--- config.mk ---
export PLATFORM = sky130hd
export DESIGN_NAME = prbs_par_lfsr
export DESIGN_NICKNAME = d
export VERILOG_FILES = /design/src/rtl/prbs_pkg.sv /design/src/rtl/prbs_par_lfsr.sv
export SDC_FILE = /design/constraint.sdc
export NUM_CORES = 1
export LEC_CHECK = 0
export CAP_MARGIN = 25
export CORE_ASPECT_RATIO = 1.4
export CORE_UTILIZATION = 39
export DETAILED_ROUTE_END_ITERATION = 16
export PLACE_DENSITY = 0.86
export SYNTH_ARGS = -nofsm -noshare
export SYNTH_HDL_FRONTEND = slang
export SYNTH_SLANG_ARGS = --single-unit
export TNS_END_PERCENT = 30
--- constraint.sdc ---
create_clock -name vclk -period 2.8
set_input_delay 0.56 -clock vclk [all_inputs]
set_output_delay 0.56 -clock vclk [all_outputs]
set_load 0.02 [all_outputs]
--- src/rtl/prbs_pkg.sv ---
// prbs_pkg: shared constants for the parallel PRBS checker.
// poly_sel codes, per-polynomial length/tap tables, FSM state type.
package prbs_pkg;

  localparam int MAX_LEN = 31;

  localparam logic [2:0] SEL_PRBS7  = 3'd0;
  localparam logic [2:0] SEL_PRBS9  = 3'd1;
  localparam logic [2:0] SEL_PRBS15 = 3'd2;
  localparam logic [2:0] SEL_PRBS23 = 3'd3;
  localparam logic [2:0] SEL_PRBS31 = 3'd4;

  typedef enum logic {
    ST_SEARCH = 1'b0,
    ST_LOCKED = 1'b1
  } chk_state_e;

  // Codes 5..7 fall through to PRBS31.
  function automatic logic [4:0] poly_len(input logic [2:0] sel);
    logic [4:0] r;
    unique case (sel)
      SEL_PRBS7:  r = 5'd7;
      SEL_PRBS9:  r = 5'd9;
      SEL_PRBS15: r = 5'd15;
      SEL_PRBS23: r = 5'd23;
      default:    r = 5'd31;
    endcase
    return r;
  endfunction

  function automatic logic [4:0] poly_tap_a(input logic [2:0] sel);
    logic [4:0] r;
    unique case (sel)
      SEL_PRBS7:  r = 5'd6;
      SEL_PRBS9:  r = 5'd8;
      SEL_PRBS15: r = 5'd14;
      SEL_PRBS23: r = 5'd22;
      default:    r = 5'd30;
    endcase
    return r;
  endfunction

  function automatic logic [4:0] poly_tap_b(input logic [2:0] sel);
    logic [4:0] r;
    unique case (sel)
      SEL_PRBS7:  r = 5'd5;
      SEL_PRBS9:  r = 5'd4;
      SEL_PRBS15: r = 5'd13;
      SEL_PRBS23: r = 5'd17;
      default:    r = 5'd27;
    endcase
    return r;
  endfunction

endpackage

--- src/rtl/prbs_par_lfsr.sv ---
// prbs_par_lfsr: W-step unrolled Fibonacci PRBS predictor (combinational).
// Ports: poly_sel_i, sync_i (1: shift in received bits, 0: shift in
// predicted bits), state_i/state_o (31-bit history, bit 0 newest),
// bits_i (bit W-1 oldest), pred_o (predicted bit per position).
module prbs_par_lfsr
  import prbs_pkg::*;
#(
  parameter int W = 8
) (
  input  logic [2:0]         poly_sel_i,
  input  logic               sync_i,
  input  logic [MAX_LEN-1:0] state_i,
  input  logic [W-1:0]       bits_i,
  output logic [W-1:0]       pred_o,
  output logic [MAX_LEN-1:0] state_o
);

  logic [4:0]         tap_a;
  logic [4:0]         tap_b;
  logic [MAX_LEN-1:0] s;
  logic               p;

  assign tap_a = poly_tap_a(poly_sel_i);
  assign tap_b = poly_tap_b(poly_sel_i);

  always_comb begin
    s      = state_i;
    p      = 1'b0;
    pred_o = '0;
    for (int i = W - 1; i >= 0; i--) begin
      p         = s[tap_a] ^ s[tap_b];
      pred_o[i] = p;
      s         = {s[MAX_LEN-2:0], sync_i ? bits_i[i] : p};
    end
    state_o = s;
  end

endmodule

==> flow_summary.rst <==
.. list-table::
   :header-rows: 1

   * - Metric
     - Value
   * - Layout cells sized above 1
     - 55.1%
   * - First-pass GRT wire length
     - 9480 um
   * - Overall power of the completed layout
     - 0.638 mW
   * - Nets
     - 328
   * - Top cells by instance count after synthesis
     - 24 x sky130_fd_sc_hd__buf_4, 10 x sky130_fd_sc_hd__xor2_1, 9 x sky130_fd_sc_hd__nand2_1, 9 x sky130_fd_sc_hd__nor2_1, 8 x sky130_fd_sc_hd__mux4_2
   * - Via density
     - 6.11
   * - Buffers added on ports
     - 82
   * - Last weighted congestion value of the routability-driven placer
     - 0.892
   * - Total nets after synthesis
     - 203
   * - Worst hold path cell count
     - 6
   * - Starting density of the core
     - 41.7%
   * - # hold bufs at CTS
     - 0
   * - Synth Warn #
     - 0
   * - P per Cell Area
     - 235 mW/mm^2
   * - Start point of the critical path
     - state_i[7]
   * - Run status
     - finished with violations
   * - Number of antenna violations at the first check in global routing
     - 0
   * - Std cell rows
     - 24
   * - Total gr overflow
     - 0
   * - Peak fanout along the critical path
     - 2
   * - Area grow syn2layout
     - 106%
   * - Combined global-route utilization of all metal layers
     - 34.6%
   * - Average cell area after synthesis
     - 8.22 um^2
   * - Leading cell type by number of instances after synthesis
     - sky130_fd_sc_hd__buf_4
   * - Highest ir drop seen on vdd
     - 0.000154 V
   * - Post-Syn Instances
     - 160
   * - Yosys top cell by area
     - sky130_fd_sc_hd__buf_4
   * - Number of maximum-capacitance constraint violations
     - 0
   * - Hold Crit Class
     - primary input to primary output
   * - Share of synthesized area occupied by flip-flops and latches
     - 0%
   * - CP Data Arrival Time
     - 2.48 ns
   * - Fraction of post-synthesis cell area in the top cell type by area
     - 13.7%
   * - Final slew viol count
     - 0
   * - Total number of sequential cells
     - 0
   * - Crit path time final
     - 3.04 ns
   * - Number of iterations in the first detailed-routing pass
     - 5
   * - Slew @ Worst Pin
     - 0.506 ns
   * - Die span in y
     - 70.7 um
   * - Post-synth design cell area
     - 0.00132 mm^2
   * - Avg WL per Cell
     - 22.3 um
   * - Leak Pwr
     - 1.16 nW
   * - Aggregate routed wire length
     - 7190 um
   * - Unique cell type count in the Yosys netlist
     - 51
   * - Die footprint
     - 0.00361 mm^2
   * - Failing checks
     - negative setup slack
   * - Crit path required time
     - 2.24 ns
   * - Slew margin rel.
     - 66.0%
   * - Total DRC errors in the routed layout
     - 0
   * - Fill cell instance count of the final layout
     - 170
   * - Pre-CTS WS
     - -1.16 ns
   * - Chip width
     - 51.1 um
   * - Count of clock-net buffers in the final layout
     - 0
   * - Number of design-rule violations left by the first detailed-router iteration
     - 100
   * - Setup slack of the critical path after layout
     - -0.240 ns
   * - Core area
     - 0.00315 mm^2
   * - Post-detailed-route count of antenna-violating nets
     - 0
   * - I/O pins
     - 82
   * - Unrepaired setup endpoints after global routing
     - true
   * - Final setup violation count
     - 11
   * - Crit end category
     - primary output
   * - Start-to-end type of the worst setup path
     - primary input to primary output
   * - Area taken by multi-input logic gates
     - 0.00125 mm^2
   * - Final HPWL from detailed placement
     - 4250 um
   * - Worst hold slack
     - 1.70 ns
   * - Hold path start
     - state_i[27]
   * - Crit start category
     - primary input
   * - ANT cells
     - 0
   * - Total number of vias
     - 1966
   * - Largest net degree at the start of global routing
     - 11
   * - Final hold viol count
     - 0
   * - Peak clock frequency supported by timing
     - 329 MHz
   * - Share of the clock period used by the worst path after layout
     - 109%
   * - FF/Latch Area
     - 0 um^2
   * - Via count of the first global-routing pass
     - 1973
   * - Top cells by area in the synthesized netlist
     - sky130_fd_sc_hd__buf_4 14%, sky130_fd_sc_hd__mux4_2 14%, sky130_fd_sc_hd__clkbuf_8 7.3%, sky130_fd_sc_hd__xor2_1 6.7%, sky130_fd_sc_hd__mux2_2 5.1%
[metal layers]
| layer | global-route usage [%] | up-vias | wire, um |
|---|---|---|---|
| met5 | 0 | - | 0 |
| li1 | - | 827 | - |
| met2 | 67.7 | 151 | 3890 |
| met3 | 4.30 | 48 | 490 |
| met4 | 16.0 | 0 | 497 |
| met1 | 34.3 | 940 | 2310 |
[metrics by stage]
stage / std cells / util (%) / area (um^2) / TNS [ns]
floorplan: 160 / - / 1340 / -0.0297
global placement: 311 / 75.8 / 2390 / -13.14
detailed placement: 311 / 75.8 / 2390 / -13.68
CTS: 318 / 82.7 / 2610 / -0.785
global route: 322 / 86.0 / 2710 / -1.63
finish: 322 / 86.0 / 2710 / -1.30
[kinds of logic (layout without fill, tap and decap cells)]
logic type	count (synthesis)	in the layout	synth area share [%]
compound gates	43	43	23.1
simple gates	41	41	16.0
buf+inv	39	162	24.0
mux	20	20	25.6
xor+xnor	17	17	11.3
[layout make-up]
cell class | count | area share, %
Timing Repair Buffer | 157 | 51.3
Multi-Input combinational cell | 121 | 46.2
Tap cell | 39 | 1.80
Inverter | 5 | 0.692
[placed cells by master (no fill, tap or decap), drive strengths merged, types with 2 or more instances in the layout]
| cell type | instances |
|---|---|
| a31oi | 5 |
| nor2 | 9 |
| mux4 | 9 |
| o31ai | 2 |
| nor2b | 3 |
| mux2 | 6 |
| o31a | 2 |
| o21ai | 6 |
| o22ai | 2 |
| nor3 | 5 |
| or2b | 2 |
| xnor2 | 7 |
| and3 | 2 |
| inv | 4 |
| or3 | 2 |
| buf | 93 |
| nand3 | 3 |
| a21oi | 8 |
| nand2 | 9 |
| clkbuf | 3 |
| clkdlybuf4s50 | 39 |
| a2111oi | 4 |
| o311a | 2 |
| clkdlybuf4s15 | 11 |
| dlygate4sd2 | 11 |
| xor2 | 10 |
| mux2i | 5 |
| o21a | 2 |
[repair_timing]
item / 4_1_cts / 5_1_grt
setup endpoints to repair: 16 / 16
setup buffers: 8 / 4
gates resized for setup: 176 / 28
hold endpoints to repair: 0 / 0
pin swaps: 26 / 12
[worst max-delay path: stages]
cell and delay [ns]:
sky130_fd_sc_hd__buf_2 0.11, sky130_fd_sc_hd__mux4_2 0.49, sky130_fd_sc_hd__mux2i_4 0.21, sky130_fd_sc_hd__a21oi_2 0.07
sky130_fd_sc_hd__o311a_1 0.39, sky130_fd_sc_hd__or3_4 0.39, sky130_fd_sc_hd__a21oi_4 0.13, sky130_fd_sc_hd__buf_6 0.13
[final timing paths]
path,to,slack [ns]
setup / recovery,pred_o[1],-0.24
hold / removal,pred_o[4],1.70
[power by group]
group          internal (mW)  switching, mW  total [mW]  leakage [nW]
logic                  0.323          0.315       0.638          1.16
registers                  0              0           0             0
clock network              0              0           0             0
(Power assumes the default switching activity.)
